`src/rtl/mem_port_arbiter_pkg.sv`:
```
// Shared types for the memory port arbiter: requester ids and FSM state codes.
package mem_port_arbiter_pkg;

    typedef enum logic [1:0] {
        REQ_DBG  = 2'd0,
        REQ_DATA = 2'd1,
        REQ_INST = 2'd2
    } req_id_t;

    typedef enum logic [1:0] {
        IDLE   = 2'd0,
        ACCESS = 2'd1,
        RESP   = 2'd2
    } arb_state_t;

endpackage

```
`src/rtl/mem_arb_priority.sv`:
```
// Combinational requester picker: debug first, then data or fetch depending on
// whether fetch has been starved long enough to jump ahead of data.
module mem_arb_priority
    import mem_port_arbiter_pkg::*;
(
    input  logic    dbg_req,
    input  logic    data_req,
    input  logic    inst_req,
    input  logic    starve,
    output req_id_t winner,
    output logic    grant
);

    // Fixed-priority selection with starvation override between data and fetch
    always_comb begin
        winner = REQ_DBG;
        grant  = 1'b0;
        if (dbg_req) begin
            winner = REQ_DBG;
            grant  = 1'b1;
        end else if (starve && inst_req) begin
            winner = REQ_INST;
            grant  = 1'b1;
        end else if (data_req) begin
            winner = REQ_DATA;
            grant  = 1'b1;
        end else if (inst_req) begin
            winner = REQ_INST;
            grant  = 1'b1;
        end else begin
            winner = REQ_DBG;
            grant  = 1'b0;
        end
    end

endmodule

```
`src/rtl/mem_port_arbiter.sv`:
```
// Shares one single-ported memory between debug, MEM-stage data and IF-stage
// fetch, one fixed-latency transaction at a time, and raises pipeline stalls.
module mem_port_arbiter
    import mem_port_arbiter_pkg::*;
#(
    parameter int MEM_LATENCY  = 2,
    parameter int STARVE_LIMIT = 4
) (
    input  logic        clk,
    input  logic        rst,
    input  logic        dbg_req,
    input  logic [31:0] dbg_addr,
    input  logic [31:0] dbg_wdata,
    input  logic [3:0]  dbg_we,
    output logic [31:0] dbg_rdata,
    output logic        dbg_done,
    input  logic        d_req,
    input  logic [31:0] d_addr,
    input  logic [31:0] d_wdata,
    input  logic [3:0]  d_we,
    output logic [31:0] d_rdata,
    output logic        d_done,
    input  logic        i_req,
    input  logic [31:0] i_addr,
    output logic [31:0] i_rdata,
    output logic        i_done,
    output logic        mem_en,
    output logic [29:0] mem_addr,
    output logic [31:0] mem_wdata,
    output logic [3:0]  mem_we,
    input  logic [31:0] mem_rdata,
    output logic        stallF,
    output logic        stallM
);

    localparam int CNT_W = $clog2(MEM_LATENCY + 1);
    localparam int STV_W = $clog2(STARVE_LIMIT + 1);

    arb_state_t       state_r;
    req_id_t          id_r;
    logic [CNT_W-1:0] cnt_r;
    logic [STV_W-1:0] starve_r;

    req_id_t          grant_id_s;
    logic             grant_vld_s;
    logic             starve_flag_s;
    logic [31:0]      sel_addr_s;
    logic [31:0]      sel_wdata_s;
    logic [3:0]       sel_we_s;
    logic             unused_addr_bits_s;

    assign starve_flag_s      = (starve_r == STV_W'(STARVE_LIMIT));
    assign unused_addr_bits_s = ^sel_addr_s[1:0];

    mem_arb_priority u_priority (
        .dbg_req  (dbg_req),
        .data_req (d_req),
        .inst_req (i_req),
        .starve   (starve_flag_s),
        .winner   (grant_id_s),
        .grant    (grant_vld_s)
    );

    // Route the winning requester's address, data and enables to the latch point
    always_comb begin
        sel_addr_s  = 32'h0;
        sel_wdata_s = 32'h0;
        sel_we_s    = 4'h0;
        case (grant_id_s)
            REQ_DBG: begin
                sel_addr_s  = dbg_addr;
                sel_wdata_s = dbg_wdata;
                sel_we_s    = dbg_we;
            end
            REQ_DATA: begin
                sel_addr_s  = d_addr;
                sel_wdata_s = d_wdata;
                sel_we_s    = d_we;
            end
            REQ_INST: begin
                sel_addr_s  = i_addr;
                sel_wdata_s = 32'h0;
                sel_we_s    = 4'h0;
            end
            default: begin
                sel_addr_s  = 32'h0;
                sel_wdata_s = 32'h0;
                sel_we_s    = 4'h0;
            end
        endcase
    end

    // Transaction FSM: grant in IDLE, wait out memory latency in ACCESS, pulse done in RESP
    always_ff @(posedge clk or negedge rst) begin
        if (!rst) begin
            state_r   <= IDLE;
            id_r      <= REQ_DBG;
            cnt_r     <= {CNT_W{1'b0}};
            starve_r  <= {STV_W{1'b0}};
            mem_en    <= 1'b0;
            mem_addr  <= 30'h0;
            mem_wdata <= 32'h0;
            mem_we    <= 4'h0;
            dbg_done  <= 1'b0;
            d_done    <= 1'b0;
            i_done    <= 1'b0;
            dbg_rdata <= 32'h0;
            d_rdata   <= 32'h0;
            i_rdata   <= 32'h0;
        end else begin
            case (state_r)
                IDLE: begin
                    if (grant_vld_s) begin
                        id_r      <= grant_id_s;
                        mem_en    <= 1'b1;
                        mem_addr  <= sel_addr_s[31:2];
                        mem_wdata <= sel_wdata_s;
                        mem_we    <= sel_we_s;
                        cnt_r     <= {CNT_W{1'b0}};
                        state_r   <= ACCESS;
                    end
                    // Starvation only accumulates while fetch is actually waiting
                    if (grant_vld_s && (grant_id_s == REQ_INST)) begin
                        starve_r <= {STV_W{1'b0}};
                    end else if (!i_req) begin
                        starve_r <= {STV_W{1'b0}};
                    end else if (grant_vld_s && (grant_id_s == REQ_DATA) && !starve_flag_s) begin
                        starve_r <= starve_r + STV_W'(1);
                    end
                end
                ACCESS: begin
                    mem_en <= 1'b0;
                    if (cnt_r == CNT_W'(MEM_LATENCY)) begin
                        state_r <= RESP;
                        case (id_r)
                            REQ_DBG: begin
                                dbg_done <= 1'b1;
                                if (mem_we == 4'h0) dbg_rdata <= mem_rdata;
                            end
                            REQ_DATA: begin
                                d_done <= 1'b1;
                                if (mem_we == 4'h0) d_rdata <= mem_rdata;
                            end
                            REQ_INST: begin
                                i_done <= 1'b1;
                                if (mem_we == 4'h0) i_rdata <= mem_rdata;
                            end
                            default: state_r <= IDLE;
                        endcase
                    end else begin
                        cnt_r <= cnt_r + CNT_W'(1);
                    end
                end
                RESP: begin
                    dbg_done <= 1'b0;
                    d_done   <= 1'b0;
                    i_done   <= 1'b0;
                    state_r  <= IDLE;
                end
                default: state_r <= IDLE;
            endcase
        end
    end

    // Stalls are forced low while reset is asserted
    assign stallF = rst & i_req & ~i_done;
    assign stallM = rst & d_req & ~d_done;

endmodule

```
`config.mk`:
```
export PLATFORM = sky130hd
export DESIGN_NAME = mem_port_arbiter
export DESIGN_NICKNAME = d
export VERILOG_FILES = /design/src/rtl/mem_port_arbiter_pkg.sv /design/src/rtl/mem_arb_priority.sv /design/src/rtl/mem_port_arbiter.sv
export SDC_FILE = /design/constraint.sdc
export NUM_CORES = 1
export LEC_CHECK = 0
export ABC_CLOCK_PERIOD_IN_PS = 2800
export CAP_MARGIN = 25
export CORE_AREA = 3 3 142 144
export DETAILED_ROUTE_END_ITERATION = 7
export DIE_AREA = 0 0 145 147
export DONT_BUFFER_PORTS = 1
export PLACE_DENSITY = 0.57
export SYNTH_ARGS = -nofsm -noshare
export SYNTH_HDL_FRONTEND = slang
export SYNTH_HIERARCHICAL = 1
export SYNTH_SLANG_ARGS = --single-unit
```
`constraint.sdc`:
```
create_clock -name clk -period 2.8 [get_ports clk]
set_input_delay 0.56 -clock clk [delete_from_list [all_inputs] [get_ports clk]]
set_output_delay 0.56 -clock clk [all_outputs]
set_load 0.02 [all_outputs]
```
Word level (Yosys, flattened, before mapping):

Index checks and enable logic that the tools add are counted.

* flip-flop bits (word level): 175
* input bits: 205
* output and inout port bits: 168
* logic and storage cells: 92

* add/subtract/negate cells: 2
* eq/ne operators: 15
* muxes and demuxes: 32
* bitwise operators: 6
* reduce and logical (&&, ||, !) cells: 23

Operators by type and width (count)
* $pmux W32 S3: 1
* $pmux W32 S2: 1
* $mux W2: 9
* $reduce_and A3 Y1: 4
* $reduce_and A4 Y1: 3
* $mux W1: 11
* $mux W3: 3
* $eq A2 B2 Y1 const B: 4
* $ne A2 B2 Y1 const B: 4
* $pmux W1 S2: 4
* $pmux W2 S2: 2
* $pmux W4 S2: 1
* $reduce_and A2 Y1: 4
* $eq A2 B1 Y1 const B: 3
* $logic_not A2 Y1: 3
* $and A1 B1 Y1: 4
* $logic_and A1 B1 Y1: 4
* $logic_not A4 Y1: 1
* $ne A2 B1 Y1 const B: 2
* $reduce_bool A2 Y1: 2
* $add A3 B1 Y3 const B: 1
* $eq A3 B3 Y1 const B: 1
* $ne A3 B1 Y1 const B: 1
* $reduce_or A3 Y1: 1
* other kinds (3): 4

Longest topological paths before layout:

* word-level depth: 10
* gate-level depth with buffers: 10
* mapped depth without buffers: 8

By module:

Netlist, hierarchy kept.

By module, submodules not included
* mem_port_arbiter: instances 1, cells an instance 605, area an instance 7991.4 um2, seq. area each 4379.2 um2
* mem_arb_priority: instances 1, cells an instance 5, area an instance 31.3 um2, seq. area each 0.0 um2

Worst setup path after synthesis:

No wires, ideal clock.

* path kind: input to register
* start: input port dbg_req
* end: register id_r[0]
* setup time: 125 ps
* arrival: 2005 ps
* data required time: 2675 ps
* slack: 670 ps
* stages on the path: 5
* buffers on the path: 2
* cells stage by stage: or3_1 > or3b_1 > clkbuf_1 > clkbuf_1 > mux2_2

* longest elaborated chain between the ends: 2
* elaborated cells on any way between the ends: 3
* those cells by class: mux (2); reduce/logical (1)

Ends and longest elaborated chain
* from (decl): line mem_port_arbiter.sv:11 `input logic dbg_req,`
* $mux W1: line mem_arb_priority.sv:18 `if (dbg_req) begin`
* $reduce_and A2 Y1 (no line)
* to (signal assigned): line mem_port_arbiter.sv:114 `id_r <= grant_id_s;`
* to (decl): line mem_port_arbiter.sv:40 `req_id_t id_r;`

Parallel ways exist; a longest one is shown, timed or not.
A chain may end at the register's enable or synchronous reset.

Worst setup path after layout:

* start: register starve_r[0]
* end: register mem_addr[10]

* longest elaborated chain between the ends: 6
* elaborated cells on any way between the ends: 11
* those cells by class: eq/ne (3); mux (5); reduce/logical (3)

Ends and longest elaborated chain
* from (decl): line mem_port_arbiter.sv:42 `logic [STV_W-1:0] starve_r;`
* from (signal assigned): line mem_port_arbiter.sv:99 `starve_r <= {STV_W{1'b0}};`
* from (signal assigned): line mem_port_arbiter.sv:124 `starve_r <= {STV_W{1'b0}};`
* from (signal assigned): line mem_port_arbiter.sv:126 `starve_r <= {STV_W{1'b0}};`
* $eq A3 B3 Y1 *: line mem_port_arbiter.sv:52 `assign starve_flag_s = (starve_r == STV_W'(STARVE_LIMIT));`
* via starve_flag_s: line mem_port_arbiter.sv:46 `logic starve_flag_s;`
* $logic_and A1 B1 Y1 *: line mem_arb_priority.sv:21 `end else if (starve && inst_req) begin`
* $mux W2 *: line mem_arb_priority.sv:21
* $mux W2 *: line mem_arb_priority.sv:18
* via grant_id_s[1]: line mem_port_arbiter.sv:44 `req_id_t grant_id_s;`
* $eq A2 B2 Y1 (tied with other cells): line mem_port_arbiter.sv:69 `case (grant_id_s)`
* $pmux W32 S3 *: line mem_port_arbiter.sv:69
* to (signal assigned): line mem_port_arbiter.sv:116 `mem_addr <= sel_addr_s[31:2];`
* to (decl): line mem_port_arbiter.sv:28 `output logic [29:0] mem_addr,`

Mark *: on every way through the listed nets, which the timed path passes. The rest lies on a longest branch.

==> results.txt <==
post-layout net count = 802
vias in the first global route = 5058
Hold Violations, Final = 175
routed vias/inst = 5.55
Required @ worst endpoint = 3.08 ns
Pleak = 4.03 nW
GR Util met1 = 0.195
crit-path cells = inv_1 > ha_1 > nand2_1 > inv_1 > o211a_4 > buf_4 > mux2i_1 > a2bb2oi_1 > o21ai_0
Min Hold Slack = -0.166 ns
Syn Area/Cell = 13.2 µm²
Setup TNS = 0 ns
initial antenna violation count = 0
internal power = 0.00637 W
placed cell count = 835
clock-pin slew of the registers on the worst-case setup and hold paths = 0.07 ns
PwrDens = 1240 nW/µm²
cell repeated most along the worst path = inv_1
port bufs = 0
slowest stage delay, CP = 0.55 ns
Yosys top cell by area = dfrtp_1
Finished Layout Cells = 867
layout cells sized above 1 = 0.244
period utilization = 0.887
Synth Area in Compound Gates = 0.106
GR Util All Layers = 0.178
Root Driver = clkbuf_16
ant diodes = 0
total nets after synthesis = 818
sequential fraction of the synthesis area = 0.546
count leader, synth = dfrtp_1
Rel. slew slack = 0.610
Core Util, Final = 0.469
max_cap viols = 0
die height = 147 µm
gpl congestion = 0.744
Final ANT Viol Nets = 0
VDD IR max = 377 µV
Area contributors post-synth = dfrtp_1 55%, mux2_4 11%, mux2i_1 8.2%, mux2_2 5.2%, o31ai_1 3.5%
GR Layer Usage met2 = 0.322
Buffers & Inverters on Critical Path = 3
Reg power frac = 0.575
failing checks = hold timing
WL/cell = 22.5 µm
Longest Clk Path Bufs = 2
Switch Pwr = 0.00459 W
Clk Latency, worst-skew pair = 0.42 ns
Critical Path Start = starve_r[0]
Slew Viols, Final = 0
Setup crit end kind = register
largest net degree at the start of global routing = 178
via count = 4808
hpwl dp = 14.2 mm
WP depth = 9
Syn Std Cell Area = 8020 µm²
fillers = 1664
Initial Utilization = 0.426
Yosys cell types = 42
Worst Hold Class = input port to async pin
slowest stage cell, crit path = o211a_4
Worst Setup Start Kind = register
reg2reg path depth = 9
post-synthesis simple-gate area fraction = 0.0590
Core ar. = 18800 µm²
Post-synth EDFFs = 0
Synth Area in Adders = 0.00468
DRT Pass-1 Iters = 4
clock sinks = 175
unrepaired setup endpoints after global routing = no
Post-Route Skew = 0.0151 ns
Logic pwr share = 0.212
final-report setup violation count = 0
synthesized instance count = 610
H-tree Lvls = 4
Clock power frac = 0.213
switching part of the total power = 0.419
number of synthesis warnings = 6
Tmin final = 2.48 ns
Initial DRC Count = 309
signal arrival time at the worst endpoint = 2.76 ns
Async S/R FF share, synth = 1.00
WL final = 19.5 mm
row count = 50
Post-Synth XOR/XNOR Area = 0
Slew @ Worst Pin = 0.584 ns
met3 GRT Util = 0.0780
CTS tree = yes
Top delay family on crit path = compound AO/OA/AOI/OAI gates
DRC errors left = 0
Setup Slack @ Placement = 0.344 ns
Post-synth top cells = 175 x dfrtp_1, 68 x nand2_1, 66 x mux2i_1
setup ws final = 0.317 ns
CP Max Fanout = 35
top_reg_cell synth = dfrtp_1
gr busiest metal = met2
mux cell area share after synthesis = 0.248
clock buffer count from CTS = 17
worst r2r src = starve_r[0]
WS Path Type = register to register
Die W = 145 µm
FF-to-FF setup slack = 0.32 ns
post-synth top area share = 0.546
Fmax achieved = 0.403 GHz
total congestion overflow = 0
Synth Register Bits = 175
status = finished, violations left
Post-CTS Setup Bufs = 0
largest family of logic cells by synthesized area = multiplexers
global-route wire length before repair = 29.9 mm
IO Pins = 373
die area = 21300 µm²
Area Growth Syn to Fin = 10.0%
stage by stage:
stage,cell area [µm²],total power [W]
finish,8830,0.0110
global route,8830,0.0116
CTS,8830,0.0111
detailed placement,8250,0.00873
global placement,8250,0.00858
floorplan,8020,0.00795
worst paths after layout:
path	to
worst max-delay path	mem_addr[10]
worst min-delay path	dbg_rdata[3]
worst max register to register	mem_addr[10]
worst min register to register	cnt_r[1]
max in group asynchronous	mem_wdata[7]
min in group clk	d_rdata[19]
cell families (layout without fill, tap and decap cells):
family,count (synthesis),after routing
flip-flops,175,175
buffers and inverters,57,54
AO/OA/AOI/OAI,121,121
AND/OR/NAND/NOR,90,90
adder cells (fa/ha/maj),3,3
multiplexers,164,164
state kept, by name, summed over array words and instances (netlist names):
signal / cells
dbg_done: 1
mem_en: 1
state_r: 2
mem_we: 4
dbg_rdata: 32
id_r: 2
d_rdata: 32
mem_addr: 30
mem_wdata: 32
starve_r: 3
i_done: 1
d_done: 1
i_rdata: 32
cnt_r: 2
power groups by stage:
| stage | Clock, W | Combinational, W | Sequential [W] |
|---|---|---|---|
| floorplan | 0 | 0.00203 | 0.00592 |
| global placement | 0 | 0.00223 | 0.00635 |
| detailed placement | 0 | 0.00236 | 0.00637 |
| CTS | 0.00241 | 0.00235 | 0.00634 |
| global route | 0.00254 | 0.00259 | 0.00644 |
| finish | 0.00233 | 0.00233 | 0.00630 |
routing by layer:
layer / routed length (µm) / share of wire / up-vias
li1: - / - / 2173
met1: 7250 / 0.37 / 2367
met2: 10300 / 0.53 / 255
met3: 1760 / 0.090 / 13
met4: 171 / 0.0088 / 0
met5: 0 / 0 / -
area by class of cell:
cell class	count	area (µm²)	share of cell area
Sequential cell	175	4380	0.496
Multi-Input combinational cell	378	3370	0.382
Clock buffer	18	429	0.0486
Tap cell	260	325	0.0369
Clock inverter	14	146	0.0166
Timing Repair Buffer	11	133	0.0150
Inverter	11	41.3	0.00468
cells in the final DEF (no fill, tap or decap), drive strengths merged, types with 2 or more instances in the layout:
cell type and n:
mux2i 66, o211ai 2, nor4bb 2, and3 2, o21ai 38, a21oi 4
clkinv 2, mux2 98, a22o 2, buf 11, o31ai 37, clkinvlp 3
a2bb2oi 30, nand3b 2, nand4b 4, clkbuf 18, nor2 2, inv 19
ha 3, nand2 68, dfrtp 175
timing repair:
action	in CTS	in global routing
resized for setup	0	0
endpoints found under the hold margin	175	175
endpoints found under the setup margin	0	0
No activity file was read; power rests on OpenSTA's default activity.
